[config.mk]
export PLATFORM = sky130hd
export DESIGN_NAME = ddr_cmd_decode
export DESIGN_NICKNAME = d
export VERILOG_FILES = /design/src/rtl/ddr_cmd_pkg.sv /design/src/rtl/ddr_bank_table.sv /design/src/rtl/ddr_cmd_decode.sv
export SDC_FILE = /design/constraint.sdc
export NUM_CORES = 1
export LEC_CHECK = 0
export CORE_UTILIZATION = 40
export CTS_CLUSTER_DIAMETER = 60
export CTS_CLUSTER_SIZE = 24
export DETAILED_ROUTE_END_ITERATION = 16
export GPL_TIMING_DRIVEN = 0
export PLACE_DENSITY_LB_ADDON = 0.2
export SYNTH_ARGS = -nofsm -noshare
export SYNTH_HDL_FRONTEND = slang
export SYNTH_SLANG_ARGS = --single-unit
[constraint.sdc]
create_clock -name clk -period 2.6 [get_ports clk]
set_input_delay 0.52 -clock clk [delete_from_list [all_inputs] [get_ports clk]]
set_output_delay 0.52 -clock clk [all_outputs]
set_load 0.005 [all_outputs]
[src/rtl/ddr_cmd_pkg.sv]
// Shared widths, low-power mode encoding, command codes and pulse bundle
// for the DDR command decoder.
package ddr_cmd_pkg;

    localparam int unsigned NBANKS = 16;
    localparam int unsigned BW     = $clog2(NBANKS);
    localparam int unsigned AW     = 17;
    localparam int unsigned CW     = 10;
    localparam int unsigned A10    = 10;
    localparam int unsigned ERRW   = 8;

    typedef enum logic [1:0] {
        NORMAL  = 2'd0,
        PWRDN   = 2'd1,
        SELFREF = 2'd2,
        DEEPPD  = 2'd3
    } lp_mode_t;

    // {ras_n, cas_n, we_n} command codes
    localparam logic [2:0] CODE_MRS = 3'b000;
    localparam logic [2:0] CODE_REF = 3'b001;
    localparam logic [2:0] CODE_PRE = 3'b010;
    localparam logic [2:0] CODE_ILL = 3'b011;
    localparam logic [2:0] CODE_WR  = 3'b100;
    localparam logic [2:0] CODE_RD  = 3'b101;
    localparam logic [2:0] CODE_BST = 3'b110;
    localparam logic [2:0] CODE_NOP = 3'b111;

    typedef struct packed {
        logic act;
        logic rd;
        logic rda;
        logic wr;
        logic wra;
        logic pr;
        logic pra;
        logic rf;
        logic srf;
        logic pd;
        logic pdx;
        logic dpd;
        logic dpdx;
        logic mrr;
        logic mrw;
        logic bst;
        logic ckeh;
        logic ckel;
    } cmd_pulse_t;

endpackage

[src/rtl/ddr_bank_table.sv]
// Per-bank open bits and stored row addresses. Updates land on the clock
// edge so the following command sees the new table.
module ddr_bank_table
    import ddr_cmd_pkg::*;
(
    input  logic              clk,
    input  logic              rst_n,
    input  logic              set_i,
    input  logic              clr_i,
    input  logic              clr_all_i,
    input  logic [BW-1:0]     bank_i,
    input  logic [AW-1:0]     row_i,
    output logic [NBANKS-1:0] open_o,
    output logic              any_open_o,
    output logic [AW-1:0]     row_c_o
);

    logic [NBANKS-1:0] open_q, open_d;
    logic              any_open_q;
    logic [AW-1:0]     row_q [NBANKS];

    always_comb begin
        open_d = open_q;
        if (clr_all_i) begin
            open_d = '0;
        end else if (clr_i) begin
            open_d[bank_i] = 1'b0;
        end else if (set_i) begin
            open_d[bank_i] = 1'b1;
        end
    end

    always_ff @(posedge clk or negedge rst_n) begin
        if (!rst_n) begin
            open_q     <= '0;
            any_open_q <= 1'b0;
            for (int i = 0; i < int'(NBANKS); i++) begin
                row_q[i] <= '0;
            end
        end else begin
            open_q     <= open_d;
            any_open_q <= |open_d;
            if (set_i) begin
                row_q[bank_i] <= row_i;
            end
        end
    end

    assign open_o     = open_q;
    assign any_open_o = any_open_q;
    assign row_c_o    = row_q[bank_i];

endmodule

[src/rtl/ddr_cmd_decode.sv]
// DDR command-pin decoder: one-cycle registered command pulses, CKE low-power
// mode tracking, bank-state legality filtering and a saturating drop counter.
module ddr_cmd_decode
    import ddr_cmd_pkg::*;
(
    input  logic              clk,
    input  logic              rst_n,
    input  logic              cke,
    input  logic              cs_n,
    input  logic              act_n,
    input  logic              ras_n,
    input  logic              cas_n,
    input  logic              we_n,
    input  logic [BW-1:0]     bank,
    input  logic [AW-1:0]     addr,
    output logic              ACT,
    output logic              RD,
    output logic              RDA,
    output logic              WR,
    output logic              WRA,
    output logic              PR,
    output logic              PRA,
    output logic              REF,
    output logic              SRF,
    output logic              PD,
    output logic              PDX,
    output logic              DPD,
    output logic              DPDX,
    output logic              MRR,
    output logic              MRW,
    output logic              BST,
    output logic              CKEH,
    output logic              CKEL,
    output logic [BW-1:0]     cmd_bank,
    output logic [AW-1:0]     cmd_row,
    output logic [CW-1:0]     cmd_col,
    output logic [NBANKS-1:0] open_mask,
    output logic              err,
    output logic [ERRW-1:0]   err_cnt
);

    logic              cke_q;
    lp_mode_t          mode_q, mode_d;
    cmd_pulse_t        pulse_q, pulse_d;
    logic [BW-1:0]     bank_q, bank_d;
    logic [AW-1:0]     row_q, row_d;
    logic [CW-1:0]     col_q, col_d;
    logic              err_q, err_d;
    logic [ERRW-1:0]   err_cnt_q;

    logic              tbl_set, tbl_clr, tbl_clr_all;
    logic              any_open;
    logic [NBANKS-1:0] open_q;
    logic [AW-1:0]     open_row_unused;

    logic [2:0]        code;
    logic              a10;
    logic              bank_open;

    assign code      = {ras_n, cas_n, we_n};
    assign a10       = addr[A10];
    assign bank_open = open_q[bank];

    ddr_bank_table u_bank_table (
        .clk        (clk),
        .rst_n      (rst_n),
        .set_i      (tbl_set),
        .clr_i      (tbl_clr),
        .clr_all_i  (tbl_clr_all),
        .bank_i     (bank),
        .row_i      (addr),
        .open_o     (open_q),
        .any_open_o (any_open),
        .row_c_o    (open_row_unused)
    );

    // Next-pulse decode; CKE edges take priority over pin decode.
    always_comb begin
        pulse_d     = '0;
        mode_d      = mode_q;
        bank_d      = '0;
        row_d       = '0;
        col_d       = '0;
        err_d       = 1'b0;
        tbl_set     = 1'b0;
        tbl_clr     = 1'b0;
        tbl_clr_all = 1'b0;

        if (!cke_q && cke) begin
            pulse_d.ckeh = 1'b1;
            pulse_d.pdx  = (mode_q == PWRDN);
            pulse_d.dpdx = (mode_q == DEEPPD);
            mode_d       = NORMAL;
        end else if (cke_q && !cke && mode_q == NORMAL) begin
            pulse_d.ckel = 1'b1;
            if (!cs_n && code == CODE_REF && !any_open) begin
                pulse_d.srf = 1'b1;
                mode_d      = SELFREF;
            end else if (!cs_n && code == CODE_BST && !any_open) begin
                pulse_d.dpd = 1'b1;
                mode_d      = DEEPPD;
            end else begin
                // A blocked SRF/DPD entry falls back to plain power-down.
                pulse_d.pd = 1'b1;
                mode_d     = PWRDN;
                err_d      = !cs_n && (code == CODE_REF || code == CODE_BST);
            end
        end else if (cke_q && cke && !cs_n && mode_q == NORMAL) begin
            if (!act_n) begin
                if (bank_open) begin
                    err_d = 1'b1;
                end else begin
                    pulse_d.act = 1'b1;
                    tbl_set     = 1'b1;
                    row_d       = addr;
                end
            end else begin
                case (code)
                    CODE_MRS: begin
                        err_d       = any_open;
                        pulse_d.mrr = !any_open && a10;
                        pulse_d.mrw = !any_open && !a10;
                    end
                    CODE_REF: begin
                        err_d      = any_open;
                        pulse_d.rf = !any_open;
                    end
                    CODE_PRE: begin
                        pulse_d.pra = a10;
                        pulse_d.pr  = !a10;
                        tbl_clr_all = a10;
                        tbl_clr     = !a10;
                    end
                    CODE_ILL: err_d = 1'b1;
                    CODE_WR: begin
                        err_d       = !bank_open;
                        pulse_d.wr  = bank_open && !a10;
                        pulse_d.wra = bank_open && a10;
                        tbl_clr     = bank_open && a10;
                        col_d       = bank_open ? addr[CW-1:0] : '0;
                    end
                    CODE_RD: begin
                        err_d       = !bank_open;
                        pulse_d.rd  = bank_open && !a10;
                        pulse_d.rda = bank_open && a10;
                        tbl_clr     = bank_open && a10;
                        col_d       = bank_open ? addr[CW-1:0] : '0;
                    end
                    CODE_BST: begin
                        err_d       = !bank_open;
                        pulse_d.bst = bank_open;
                    end
                    default: ;
                endcase
            end
            if (pulse_d != '0) begin
                bank_d = bank;
            end
        end
    end

    always_ff @(posedge clk or negedge rst_n) begin
        if (!rst_n) begin
            cke_q     <= 1'b0;
            mode_q    <= NORMAL;
            pulse_q   <= '0;
            bank_q    <= '0;
            row_q     <= '0;
            col_q     <= '0;
            err_q     <= 1'b0;
            err_cnt_q <= '0;
        end else begin
            cke_q   <= cke;
            mode_q  <= mode_d;
            pulse_q <= pulse_d;
            bank_q  <= bank_d;
            row_q   <= row_d;
            col_q   <= col_d;
            err_q   <= err_d;
            if (err_d && !(&err_cnt_q)) begin
                err_cnt_q <= err_cnt_q + ERRW'(1);
            end
        end
    end

    assign ACT       = pulse_q.act;
    assign RD        = pulse_q.rd;
    assign RDA       = pulse_q.rda;
    assign WR        = pulse_q.wr;
    assign WRA       = pulse_q.wra;
    assign PR        = pulse_q.pr;
    assign PRA       = pulse_q.pra;
    assign REF       = pulse_q.rf;
    assign SRF       = pulse_q.srf;
    assign PD        = pulse_q.pd;
    assign PDX       = pulse_q.pdx;
    assign DPD       = pulse_q.dpd;
    assign DPDX      = pulse_q.dpdx;
    assign MRR       = pulse_q.mrr;
    assign MRW       = pulse_q.mrw;
    assign BST       = pulse_q.bst;
    assign CKEH      = pulse_q.ckeh;
    assign CKEL      = pulse_q.ckel;
    assign cmd_bank  = bank_q;
    assign cmd_row   = row_q;
    assign cmd_col   = col_q;
    assign open_mask = open_q;
    assign err       = err_q;
    assign err_cnt   = err_cnt_q;

endmodule

Word-level counts from Yosys, hierarchy flattened

Cells that the tools add are included.

Add/subtract/negate cells: 1
Multipliers: 0
Divide/modulo/power cells: 0
Magnitude comparators: 2
Eq/ne operators: 8
Shift operators: 0
Muxes and demuxes: 85
Bitwise logic cells: 3
Reduce and logical (&&, ||, !) cells: 34

Operator list:

| kind                | number |
|---|---|
| $mux 17             | 5 |
| $mux 10             | 7 |
| $mux 16             | 3 |
| $mux 1              | 40 |
| $mux 7              | 4 |
| $mux 3              | 7 |
| $mux 2              | 9 |
| $logic_and 1x1->1   | 17 |
| $and 16x16->16      | 1 |
| $mux 4              | 4 |
| $mux 8              | 2 |
| $not 16->16         | 1 |
| $or 16x16->16       | 1 |
| $reduce_or 16->1    | 1 |
| $reduce_bool 11->1  | 1 |
| $eq 3x3->1 const B  | 3 |
| $add 8x1->8 const B | 1 |
| $reduce_and 8->1    | 1 |
| $logic_not 1->1     | 7 |
| $eq 3x2->1 const B  | 2 |
| $lt 4x5->1 const B  | 1 |
| $bmux 1 s4          | 1 |
| $demux 1 s4         | 1 |
| $ge 4x1->1 const B  | 1 |
| other kinds (11)    | 12 |

Register bits after elaboration: 78
Bits in latches: 0
Memory bits (writable): 0
ROM bits: 0
Input bits: 29
Output and inout port bits: 74
Memories: 0

Depth between registers and ports, before layout

Depth in word-level cells: 13
Mapped depth: 10

Cells and area by module

From an unflattened synthesis, not the netlist that was laid out.

Cells, all modules: 973
Area, all modules: 15304.7 µm²

By module, submodules not included:

| module         | instances | cells an instance | area each (µm²) |
|---|---|---|---|
| ddr_bank_table | 1         | 772               | 12887.4 |
| ddr_cmd_decode | 1         | 201               | 2417.3 |

Worst setup path before layout

No wires, ideal clock.

Path kind: in2reg
Start point: input bank[0]
End point: register err_cnt_q[1], in the netlist err_cnt[1]
Library setup time: 0.125 ns
Arrival: 2.652 ns
Slack: -0.177 ns
Stages: 9
Path buffers: 2
Cell sequence: buf_2 mux4_2 mux2i_4 o22ai_2 o221a_1 o31a_1 buf_2 nor2_1 mux2_2

Longest elaborated chain between the ends: 9

Ends and longest elaborated chain:

| element                          | line                                                                | source |
|---|---|---|
| start, declared                  | ddr_cmd_decode.sv:14                                                | `input logic [BW-1:0] bank,` |
| $bmux 1 s4 (*)                   | ddr_cmd_decode.sv:62                                                | `assign bank_open = open_q[bank];` |
| $mux 1 (implied by the code) (*) | ddr_cmd_decode.sv:62                                                |  |
| $logic_not 1->1                  | ddr_cmd_decode.sv:136, ddr_cmd_decode.sv:143, ddr_cmd_decode.sv:150 |  |
| $pmux 1 s3                       | ddr_cmd_decode.sv:118                                               | `case (code)` |
| $mux 1 (*)                       | ddr_cmd_decode.sv:109                                               | `if (!act_n) begin` |
| $mux 1 (*)                       | ddr_cmd_decode.sv:108                                               | `end else if (cke_q && cke && !cs_n && mode_q == NORMAL) begin` |
| $mux 1 (*)                       | ddr_cmd_decode.sv:94                                                | `end else if (cke_q && !cke && mode_q == NORMAL) begin` |
| $mux 1 (*)                       | ddr_cmd_decode.sv:89                                                | `if (!cke_q && cke) begin` |
| $logic_and 1x1->1 (*)            | ddr_cmd_decode.sv:180                                               | `if (err_d && !(&err_cnt_q)) begin` |
| end signal, assigned             | ddr_cmd_decode.sv:181                                               | `err_cnt_q <= err_cnt_q + ERRW'(1);` |
| end, declared                    | ddr_cmd_decode.sv:49                                                | `logic [ERRW-1:0] err_cnt_q;` |

Mark *: on every way between the ends. The rest lies on a longest branch, timed or not. The select of a mux whose other input is x is not followed.
A chain may end at the register's enable or synchronous reset.

Worst setup path after layout

Start point: register mode_q[1]
End point: register u_bank_table.any_open_q, in the netlist u_bank_table.any_open_o

Longest elaborated chain between the ends: 9

Ends and longest elaborated chain:

| element                     | line                                        | source |
|---|---|---|
| start, declared             | ddr_cmd_decode.sv:43                        | `lp_mode_t mode_q, mode_d;` |
| start signal, assigned      | ddr_cmd_decode.sv:174                       | `mode_q <= mode_d;` |
| $logic_not 2->1 (*)         | ddr_cmd_decode.sv:94, ddr_cmd_decode.sv:108 |  |
| $logic_and 1x1->1           | ddr_cmd_decode.sv:108                       |  |
| $mux 1                      | ddr_cmd_decode.sv:108                       |  |
| $mux 1                      | ddr_cmd_decode.sv:94                        |  |
| $mux 1                      | ddr_cmd_decode.sv:89                        |  |
| $mux 16                     | ddr_bank_table.sv:28                        | `end else if (set_i) begin` |
| $mux 16                     | ddr_bank_table.sv:26                        | `end else if (clr_i) begin` |
| $mux 16 (*)                 | ddr_bank_table.sv:24                        | `if (clr_all_i) begin` |
| net u_bank_table.open_d[10] | ddr_bank_table.sv:18                        | `logic [NBANKS-1:0] open_q, open_d;` |
| $reduce_or 16->1 (*)        | ddr_bank_table.sv:42                        | `any_open_q <= \|open_d;` |
| end signal, assigned        | ddr_bank_table.sv:42                        |  |
| end, declared               | ddr_bank_table.sv:19                        | `logic any_open_q;` |

Mark *: on every way through the listed nets, which the timed path passes. The rest lies on a longest branch.

==> impl.org <==
** Layout
- Excluding fillers, the count of instances in the completed layout stands at ~530.
- Area growth syn-to-layout :: 43.5%
- Antenna Cells :: 0
- The final layout contains 446 nets.
- Final instance area :: ~4900 um^2
- Cells with a size suffix above 1 make up roughly 16% of the layout.

** Synth
- Number of synthesized flops with an enable pin :: 0
- Net count after synthesis :: between 300 and 400
- Distinct cells, synth :: 67
- The cell count after synthesis came out at around 300.
- Synth Cell Area :: around 3400 um^2
- Most used flip-flop cell after synthesis :: dfrtp_1
- Top cell types by occurrence after synthesis :: dfrtp_1, and2_1, nand2_1, nor2_1, inv_1
- Yosys reg bits :: about 80
- Among all cell types in the netlist, the one instantiated most often is dfrtp_1.
- The average instance in the mapped netlist occupies roughly 11 um^2.
- Cell accounting for the most synthesized area :: dfrtp_1
- After synthesis, flip-flops and latches occupy a little under three fifths of the total area.
- The top cell type by area accounts for between 50% and 60% of the synthesized area.
- Biggest area contributors in the synthesized netlist :: dfrtp_1, and2_1, nand2_1
- Of all flip-flops after synthesis, the portion carrying an async set or reset was between 90% and 100%.
- Count of yosys warnings during synthesis :: 0

** Critical path
- Data required time of the worst path :: between 2000 and 3000 ps
- Largest fanout on the critical path :: 5
- The worst setup path is captured at a register.
- Critical Path AT :: a little under 3000 ps
- The setup path with the least slack is of type register to register.
- Slowest Stage Delay on Critical Path :: 530 ps
- Worst path cell trace :: nand4bb_4, or4_4, nor3_4, o21a_2, a211oi_2, or4_1, or4b_1
- For this design, the slowest cell found on the critical path is or4_4.
- Critical Path Start Type :: register

** Die
- Full die area :: 9000 um^2
- During I/O placement, the number of pins put on the boundary was just over 100.
- After floorplanning, the core was sized to cover just over 8000 um^2.
- After floorplanning, the core was divided into 33 placement rows.
- Height of the die :: approximately 95 um
- The die is ~95 um wide.
- Initial Util :: between 40% and 50%

** Timing
- Fin crit share :: 105%
- Transition time of the tightest slew-check pin :: 976 ps
- Relative max-transition margin :: a little over a third
- Number of hold violations in the final report :: 0
- Crit path time final :: 2730 ps
- Setup Skew :: ~11 ps
- Setup repair after global routing missed its margin :: yes
- Hold timing on the final database bottoms out at a slack of 95.2 ps.
- After layout, the worst setup slack is -130 ps.
- Setup violations remaining at the end of the flow were counted as 1.
- Setup total negative slack on the finished layout was measured at -130 ps.
- Fmax :: 366 MHz
- Number of slew-limit violations in the final report :: 0

** Clocking
- CTS clk-pin slew, worst paths :: around 80 ps
- TritonCTS built the clock tree.
- At the later pin of the worst-skew pair, clock insertion delay measures between 300 and 400 ps.
- CTS max path bufs :: 2
- In this run, CTS created clock tree buffers numbering 9.
- Root buffer cell :: clkbuf_8
- Number of clock sinks seen by CTS :: 78
- In this run, post-CTS hold repair placed 0 buffers.
- CTS H-tree depth :: 3

** Global route
- Total global-route track usage :: between 10% and 20%
- The initial antenna violation count came to 0.
- Entering global routing, the biggest net connects between 40 and 50 pins.
- First-pass GRT wire length :: between 10 and 15 mm
- Number of global-route vias before repair :: 2,539
- For this run the aggregate overflow at the end of global routing stands at 0.

** Pwr
- Static Leakage :: 0.00215 uW
- Cell area power density :: between 500 and 600 nW/um^2
- Peak ir drop on the vdd network :: around 0.00034 V
- The design draws about 2800 uW.

** Min path
- Min-Delay Path Class :: input pin to async pin

** Routing
- In the routed design, unresolved DRC markers number 0.
- Number of violations reported at the end of detailed-routing iteration 0 :: 74
- After detailed routing, the number of vias per cell comes to 5.23.
- The pre-antenna-repair detailed-routing pass consisted of 4 iterations.
- Dividing the detail-routed wire length by the instance count gives around 16 um.
- For this block, the via count after detailed routing is about 2,800.
- Routed wire length :: ~8.3 mm
- The detail route stage leaves a number of antenna-violating nets equal to 0.

** Place
- Weighted congestion reported at the end of routability-driven placement :: approximately 0.85
- Once placement finished, the instance area stood at 4600 um^2.
- Input and output buffers added on the ports amount to 97.
- Once placement completed, the tool counted placed cells totaling 507.
- HPWL after detailed placement :: between 5 and 6 mm

** Run status
- The final reports fail on negative setup slack.
- Result of the run :: finished with violations

** Flow run
- Max-cap violations :: 0
## stage by stage
stage	worst slack, ps	utilization [%]
floorplan	-105	-
global placement	-1590	55.1
detailed placement	-824	55.5
CTS	-174	58.5
global route	-206	59.6
finish	-130	59.6
## registers in the layout, indices dropped and copies added, names as in the netlist, 2 cells and up
name	flops
err_cnt	8
cmd_col	10
u_bank_table.open_o	16
cmd_bank	4
cmd_row	17
mode_q	2
## critical path, delay by kind of cell (launching register included)
kind,cells,cell delay (ps)
and+or+nand+nor,5,1910
DFF,1,420
AOI/OAI and AO/OA,2,270
## layer usage
metal	up-vias	wire [um]	global-route usage [%]
met5	-	0	0
met4	0	95	6.44
met3	10	444	4.19
met2	96	4150	30.9
met1	1334	3570	25.9
li1	1311	-	-
## cells by family after synthesis
kind of cell	share of synthesized area, %
compound gates	11.0
fa+ha+maj	0.363
xor+xnor	1.52
simple gates	22.0
flops	56.6
buf+inv	4.06
mux	4.46
## layout by cell type (no fill, tap or decap), types with 3 or more instances in the layout
cell / netlist / routed
nand3_1: 6 / 5
and2_1: 33 / 33
a211oi_1: 8 / 7
inv_1: 12 / 12
mux2_2: 3 / 3
nand2_1: 22 / 22
nor4_4: 0 / 3
buf_4: 3 / 8
xor2_1: 6 / 6
nand2b_1: 7 / 7
a31oi_1: 5 / 5
mux4_2: 3 / 3
clkbuf_2: 1 / 3
clkbuf_1: 4 / 4
nor4_1: 7 / 5
clkdlybuf4s50_1: 0 / 92
mux2i_1: 3 / 3
clkinv_4: 1 / 3
o221ai_1: 4 / 4
o21ai_0: 4 / 4
nor3b_1: 4 / 3
a21oi_1: 8 / 8
nor3_1: 4 / 3
o31ai_1: 4 / 4
dfrtp_1: 78 / 78
clkbuf_8: 0 / 10
nor2_1: 22 / 20
## cell type report
cell class,count,area [um^2]
fillers,709,3350
multi-input cells,198,1480
clock inverters,6,93.8
plain buffers,13,82.6
clock buffers,10,138
well taps,105,131
repair buffers,101,1010
flip-flops and latches,78,1950
inverters,15,66.3
## power breakdown
part	internal (uW)	switching [uW]	total, uW
Combinational	255	210	465
Clock	573	456	1030
Sequential	1280	66.8	1340
## worst paths after layout
kind	from	end	slack, ps	cells past startpoint
hold / removal	rst_n	cmd_row[3]	100	1
hold reg to reg	err_cnt[6]	err_cnt[6]	510	1
setup / recovery	mode_q[1]	u_bank_table.any_open_o	-130	7
max in group asynchronous	rst_n	cmd_bank[3]	1930	2
min in group clk	cs_n	DPD	390	2
setup reg to reg	mode_q[1]	u_bank_table.any_open_o	-130	7
## what timing repair did
action / in CTS / in global routing
cloned: 0 / 0
setup buffers: 2 / 1
gates resized for setup: 7 / 18
setup endpoints to repair: 29 / 18
pin swaps: 4 / 5
(Power assumes the default switching activity.)
